**src/rtl/imem_loader_pkg.sv**
```systemverilog
// Shared types and constants for the boot-time instruction-memory loader.
package loader_pkg;
    typedef enum logic [2:0] {HDR0, HDR1, DATA, DONE, ERR} loader_state_t;

    localparam int HDR_BYTES      = 2;
    localparam int BYTES_PER_WORD = 4;
    localparam int CNT_W          = 8 * HDR_BYTES;
endpackage

```
**src/rtl/imem_loader_if.sv**
```systemverilog
// Byte-stream input and instruction-memory write port of the loader.
interface imem_loader_if;
    logic        rx_valid;
    logic [7:0]  rx_data;
    logic        rx_ready;
    logic        InstrWrite;
    logic [31:0] WriteInst;
    logic [31:0] WriteAdress;

    modport slave  (input rx_valid, rx_data, output rx_ready, InstrWrite, WriteInst, WriteAdress);
    modport master (output rx_valid, rx_data, input rx_ready, InstrWrite, WriteInst, WriteAdress);
endinterface

```
**src/rtl/imem_loader_byte_assembler.sv**
```systemverilog
// Little-endian 4-byte word assembler; word is valid combinationally with word_done.
module byte_assembler
    import loader_pkg::*;
(
    input  logic                        clk,
    input  logic                        reset,
    input  logic                        shift_en,
    input  logic                        clear,
    input  logic [7:0]                  byte_i,
    output logic [8*BYTES_PER_WORD-1:0] word,
    output logic                        word_done
);
    localparam int IW = $clog2(BYTES_PER_WORD);

    logic [8*(BYTES_PER_WORD-1)-1:0] sr_q, sr_d;
    logic [IW-1:0]                   idx_q, idx_d;

    // Earlier bytes drift toward the low end so the first byte lands in [7:0].
    assign word      = {byte_i, sr_q};
    assign word_done = shift_en && !clear && (idx_q == IW'(BYTES_PER_WORD - 1));

    always_comb begin
        sr_d  = sr_q;
        idx_d = idx_q;
        if (clear) begin
            idx_d = '0;
        end else if (shift_en) begin
            sr_d  = {byte_i, sr_q[8*(BYTES_PER_WORD-1)-1:8]};
            idx_d = idx_q + 1'b1;
        end
    end

    always_ff @(posedge clk or negedge reset) begin
        if (!reset) begin
            sr_q  <= '0;
            idx_q <= '0;
        end else begin
            sr_q  <= sr_d;
            idx_q <= idx_d;
        end
    end
endmodule

```
**src/rtl/imem_loader.sv**
```systemverilog
// Length-prefixed byte-stream loader that writes instruction memory and holds the core in reset until done.
module imem_loader
    import loader_pkg::*;
#(
    parameter logic [31:0] BASE_ADDR = 32'h0000_0000,
    parameter int          MAX_WORDS = 256
) (
    input  logic          clk,
    input  logic          reset,
    imem_loader_if.slave  bus,
    output logic          core_reset,
    output logic          done,
    output logic          error
);
    localparam logic [CNT_W-1:0] MAX_N = CNT_W'(MAX_WORDS);

    loader_state_t     state_q, state_d;
    logic [CNT_W-1:0]  cnt_q, cnt_d, idx_q, idx_d, hdr_n;
    logic [31:0]       winst_q, winst_d, waddr_q, waddr_d;
    logic              rdy_q, rdy_d, iw_q, iw_d;
    logic              crst_q, done_q, err_q;
    logic              xfer, asm_en, asm_clr, word_done;
    logic [31:0]       word;

    assign xfer  = bus.rx_valid & rdy_q;
    assign hdr_n = {bus.rx_data, cnt_q[7:0]};

    byte_assembler u_asm (
        .clk       (clk),
        .reset     (reset),
        .shift_en  (asm_en),
        .clear     (asm_clr),
        .byte_i    (bus.rx_data),
        .word      (word),
        .word_done (word_done)
    );

    always_comb begin
        state_d = state_q;
        cnt_d   = cnt_q;
        idx_d   = idx_q;
        winst_d = winst_q;
        waddr_d = waddr_q;
        iw_d    = 1'b0;
        asm_en  = 1'b0;
        asm_clr = 1'b0;
        case (state_q)
            HDR0: if (xfer) begin
                cnt_d[7:0] = bus.rx_data;
                state_d    = HDR1;
            end
            HDR1: if (xfer) begin
                cnt_d   = hdr_n;
                idx_d   = '0;
                asm_clr = 1'b1;
                if (hdr_n == '0)        state_d = DONE;
                else if (hdr_n > MAX_N) state_d = ERR;
                else                    state_d = DATA;
            end
            DATA: if (xfer) begin
                asm_en = 1'b1;
                if (word_done) begin
                    winst_d = word;
                    waddr_d = BASE_ADDR + (32'(idx_q) << 2);
                    iw_d    = 1'b1;
                    idx_d   = idx_q + 1'b1;
                    if (idx_q == cnt_q - 1'b1) state_d = DONE;
                end
            end
            default: ;
        endcase
        // Ready tracks the next state so it drops in the final write-pulse cycle.
        rdy_d = (state_d == HDR0) || (state_d == HDR1) || (state_d == DATA);
    end

    // Status lags state by one edge so the last write commits before the core leaves reset.
    always_ff @(posedge clk or negedge reset) begin
        if (!reset) begin
            state_q <= HDR0;
            cnt_q   <= '0;
            idx_q   <= '0;
            winst_q <= '0;
            waddr_q <= BASE_ADDR;
            rdy_q   <= 1'b0;
            iw_q    <= 1'b0;
            crst_q  <= 1'b1;
            done_q  <= 1'b0;
            err_q   <= 1'b0;
        end else begin
            state_q <= state_d;
            cnt_q   <= cnt_d;
            idx_q   <= idx_d;
            winst_q <= winst_d;
            waddr_q <= waddr_d;
            rdy_q   <= rdy_d;
            iw_q    <= iw_d;
            crst_q  <= (state_q != DONE);
            done_q  <= (state_q == DONE);
            err_q   <= (state_q == ERR);
        end
    end

    assign bus.rx_ready    = rdy_q;
    assign bus.InstrWrite  = iw_q;
    assign bus.WriteInst   = winst_q;
    assign bus.WriteAdress = waddr_q;
    assign core_reset      = crst_q;
    assign done            = done_q;
    assign error           = err_q;
endmodule

```
**src/flat_wrapper.sv**
```systemverilog
// flat-port wrapper written by rule: the top's interface ports become plain ports
module imem_loader_flat import loader_pkg::*;
#(
    parameter logic [31:0] BASE_ADDR = 32'h0000_0000,
    parameter int          MAX_WORDS = 256
)
  (clk, reset, core_reset, done, error, bus_rx_valid, bus_rx_data, bus_rx_ready, bus_InstrWrite, bus_WriteInst, bus_WriteAdress);
  imem_loader_if bus_i ();
  input  logic clk;
  input  logic reset;
  output logic core_reset;
  output logic done;
  output logic error;
  input wire logic [$bits(bus_i.rx_valid)-1:0] bus_rx_valid;
  input wire logic [$bits(bus_i.rx_data)-1:0] bus_rx_data;
  output wire logic [$bits(bus_i.rx_ready)-1:0] bus_rx_ready;
  output wire logic [$bits(bus_i.InstrWrite)-1:0] bus_InstrWrite;
  output wire logic [$bits(bus_i.WriteInst)-1:0] bus_WriteInst;
  output wire logic [$bits(bus_i.WriteAdress)-1:0] bus_WriteAdress;
  assign bus_i.rx_valid = bus_rx_valid;
  assign bus_i.rx_data = bus_rx_data;
  assign bus_rx_ready = bus_i.rx_ready;
  assign bus_InstrWrite = bus_i.InstrWrite;
  assign bus_WriteInst = bus_i.WriteInst;
  assign bus_WriteAdress = bus_i.WriteAdress;
  imem_loader #(.BASE_ADDR(BASE_ADDR), .MAX_WORDS(MAX_WORDS)) u_core (.clk(clk), .reset(reset), .bus(bus_i), .core_reset(core_reset), .done(done), .error(error));
endmodule
```
**config.mk**
```make
export PLATFORM = sky130hd
export DESIGN_NAME = imem_loader_flat
export DESIGN_NICKNAME = d
export VERILOG_FILES = /design/src/rtl/imem_loader_pkg.sv /design/src/rtl/imem_loader_if.sv /design/src/rtl/imem_loader_byte_assembler.sv /design/src/rtl/imem_loader.sv /design/src/flat_wrapper.sv
export SDC_FILE = /design/constraint.sdc
export NUM_CORES = 1
export LEC_CHECK = 0
export ABC_AREA = 1
export CAP_MARGIN = 20
export CORE_MARGIN = 5
export CORE_UTILIZATION = 32
export CTS_BUF_LIST = sky130_fd_sc_hd__clkbuf_16
export DETAILED_ROUTE_END_ITERATION = 16
export PLACE_DENSITY = 0.58
export SYNTH_ARGS = -nofsm -noshare
export SYNTH_HDL_FRONTEND = slang
export SYNTH_HIERARCHICAL = 1
export SYNTH_SLANG_ARGS = --single-unit
```
**constraint.sdc**
```tcl
create_clock -name clk -period 4.3 [get_ports clk]
set_input_delay 0.43 -clock clk [delete_from_list [all_inputs] [get_ports clk]]
set_output_delay 0.43 -clock clk [all_outputs]
set_load 0.02 [all_outputs]
```
==> flow_metrics.env <==
export IMPL_cts_tree="done"
export IMPL_status="completed"
export IMPL_synth_area_um2=5580
export IMPL_clock_sinks=114
export IMPL_slew_viol_final=0
export IMPL_vias=4372
export IMPL_io_pins=80
export IMPL_yosysTopAreaCellShare_pct=50.7
export IMPL_via_per_inst=4.49
export IMPL_synth_most_common_cell="nand2_1"
export IMPL_die_height_um=142
export IMPL_fin_nets=749
export IMPL_wirelength_um=13000
export IMPL_final_layout_size_suffix_gt1_share_pct=9.89
export IMPL_n_antenna_cell=0
export IMPL_async_flop_share_pct=100
export IMPL_port_buffers=63
export IMPL_critPathMaxStageDelay_ns=0.47
export IMPL_crit_required_ns=4.60
export IMPL_fmax_ghz=0.335
export IMPL_setup_viol=0
export IMPL_avgSynthCellArea_um2=8.25
export IMPL_yosys_warnings=6
export IMPL_cp_start_kind="primary input"
export IMPL_synthCells=676
export IMPL_clk_latency_ns=0.41
export IMPL_cts_resized=0
export IMPL_synth_edf_count=0
export IMPL_rsz0062_at_grt="false"
export IMPL_synth_common_cells="nand2_1 (253), dfrtp_1 (113), inv_1 (48), nand3_1 (45), nor2_1 (42)"
export IMPL_maxCapViolCount=0
export IMPL_tightest_slew_ns=0.762
export IMPL_synthTopCellsByArea="dfrtp_1 (51%), nand2_1 (17%), nand3_1 (4.0%), buf_4 (3.9%), o21ai_0 (3.4%)"
export IMPL_initial_utilization_pct=32.5
export IMPL_gp_congestion=0.771
export IMPL_die_w_um=142
export IMPL_tns_ns=0
export IMPL_register_area_um2=2850
export IMPL_fillers=1801
export IMPL_hold_path_class="in -> async"
export IMPL_drt_first_pass_iters=4
export IMPL_grt_pass1_vias=4197
export IMPL_end_kind="flop"
export IMPL_finalPower_w=0.00250
export IMPL_drtIter0Drc=248
export IMPL_drc=0
export IMPL_grtUsageTotal_pct=13.5
export IMPL_postCtsSetupRepairBufs=0
export IMPL_grt_antenna_before_repair=0
export IMPL_grt_pass1_wl_um=21700
export IMPL_cts_buffers_inserted=17
export IMPL_p_leak_nw=3.61
export IMPL_crit_top_cell="nand2_1"
export IMPL_hold_viol=0
export IMPL_htree_levels=4
export IMPL_crit_type="in -> reg"
export IMPL_worstPathCellList="clkdlybuf4s50_1 -> nand2_1 -> inv_1 -> nand3_4 -> clkinv_1 -> inv_2 -> nand2_4 -> nor2_1 -> inv_1 -> nor2_1 -> nand2_2 -> buf_4 -> clkinv_1 -> buf_4 -> nand2_1 -> nand2_1"
export IMPL_core_um2=17200
export IMPL_critPathSlowestCell="buf_4"
export IMPL_grt_overflow=0
export IMPL_area_growth_pct=23.2
export IMPL_hold_buffers=0
export IMPL_timing_slew_headroom_pct=49.2
export IMPL_yosysUniqueCellTypes=40
export IMPL_num_rows=48
export IMPL_die_area_um2=20200
export IMPL_ir_worst_vdd_mv=0.263
export IMPL_cts_path_max_buffers=2
export IMPL_ant_nets=0
export IMPL_multi_input_area_um2=2250
export IMPL_min_period_ns=2.99
export IMPL_powerDensity_nw_per_um2=364
export IMPL_dp_hpwl_um=9300
export IMPL_clkTransAtPathRegs_ns=0.05
export IMPL_cp_arrival_ns=3.28
export IMPL_cp_max_fo=48
export IMPL_wl_per_cell_um=13.4
export IMPL_period_share_pct=69.4
export IMPL_ys_seq_area_share_pct=51.2
export IMPL_synth_largest_area_cell="dfrtp_1"
export IMPL_ys_ff_latch=114
export IMPL_fin_skew_ns=0.0120
export IMPL_grt_max_degree=60
export IMPL_ys_flop_type="dfrtp_1"
export IMPL_clockRootBuffer="clkbuf_16"
layout by cell type (no fill, tap or decap), types with 2 or more instances in the layout:
cell type        count
nand2_1            253
dfrtp_1            113
clkdlybuf4s50_1     62
inv_1               53
nand3_1             45
nor2_1              41
o21ai_0             38
clkbuf_16           17
conb_1              16
a21oi_1             10
buf_4                9
xor2_1               9
inv_2                7
nand4_1              7
nand2_2              6
nor2_4               5
nor3_1               5
clkinv_1             4
nor2_2               4
nand3_2              4
bufinv_16            3
nand2_4              3
xnor2_1              3
o21ai_1              3
ha_1                 3
clkinvlp_4           2
a21oi_2              2
nand3b_1             2
o21bai_1             2
nor3_2               2
a31oi_1              2
flip-flops by register name, summed over array words and instances (netlist names):
signal and count:
u_core/bus.WriteInst 32, u_core/u_asm/sr_q 24, u_core/bus.WriteAdress 16, u_core/cnt_q 16, u_core/idx_q 16, u_core/state_q 3, u_core/u_asm/idx_q 2, u_core/bus.InstrWrite 1
u_core/bus.rx_ready 1, u_core/core_reset 1, u_core/done 1, u_core/error 1
logic make-up after synthesis:
| kind of cell | synth area share [%] |
|---|---|
| DFF | 51.2 |
| xor gates and xnor gates | 1.89 |
| other | 0.0673 |
| AOI/OAI and AO/OA | 5.95 |
| buffers and inverters | 9.52 |
| adders and majority gates | 0.673 |
| and+or+nand+nor | 30.7 |
layout make-up:
type,count,share of cell area [%]
Multi-Input combinational cell,474,32.8
Timing Repair Buffer,71,10.0
Clock buffer,17,6.20
Inverter,57,3.12
Sequential cell,114,41.6
Tap cell,225,4.10
Clock inverter,15,2.24
power by group:
part	internal, W	switching [W]
combinational	0.00000985	0.0000431
sequential	0.00107	0
clock	0.000895	0.000481
worst max-delay path: cells and delay by family:
| family | cells | cell delay, ns |
|---|---|---|
| buf+inv | 8 | 1.81 |
| simple gates | 8 | 1.02 |
through the flow:
stage	area (um2)	setup WS, ns	util (%)	hold slack [ns]	std cells
detailed placement	6290	0.868	36.6	0.462	941
CTS	6870	1.29	40.0	0.120	973
global route	6870	1.03	40.0	0.145	973
floorplan	5630	1.79	-	0.134	691
global placement	6290	0.928	36.6	0.462	941
finish	6870	1.31	40.0	0.0882	973
metal layers:
metal	wire (um)	up-vias	global-route usage, %
li1	-	2218	-
met1	6610	2039	20.0
met2	5510	99	18.8
met3	672	16	3.70
met4	222	0	5.15
met5	0	-	0
path summary, 6_finish.rpt:
kind | startpoint | end | slack, ns | depth (start not counted)
setup / recovery | bus_rx_valid | u_core/bus.WriteInst[24] | 1.31 | 16
min in group clk | u_core/u_asm/sr_q[6] | u_core/bus.WriteInst[6] | 0.47 | 2
setup reg to reg | u_core/bus.rx_ready | u_core/bus.WriteInst[24] | 1.43 | 15
hold reg to reg | u_core/u_asm/sr_q[6] | u_core/bus.WriteInst[6] | 0.47 | 2
max in group asynchronous | reset | u_core/core_reset | 3.29 | 2
hold / removal | reset | u_core/bus.WriteInst[1] | 0.09 | 1
(Power assumes the default switching activity.)
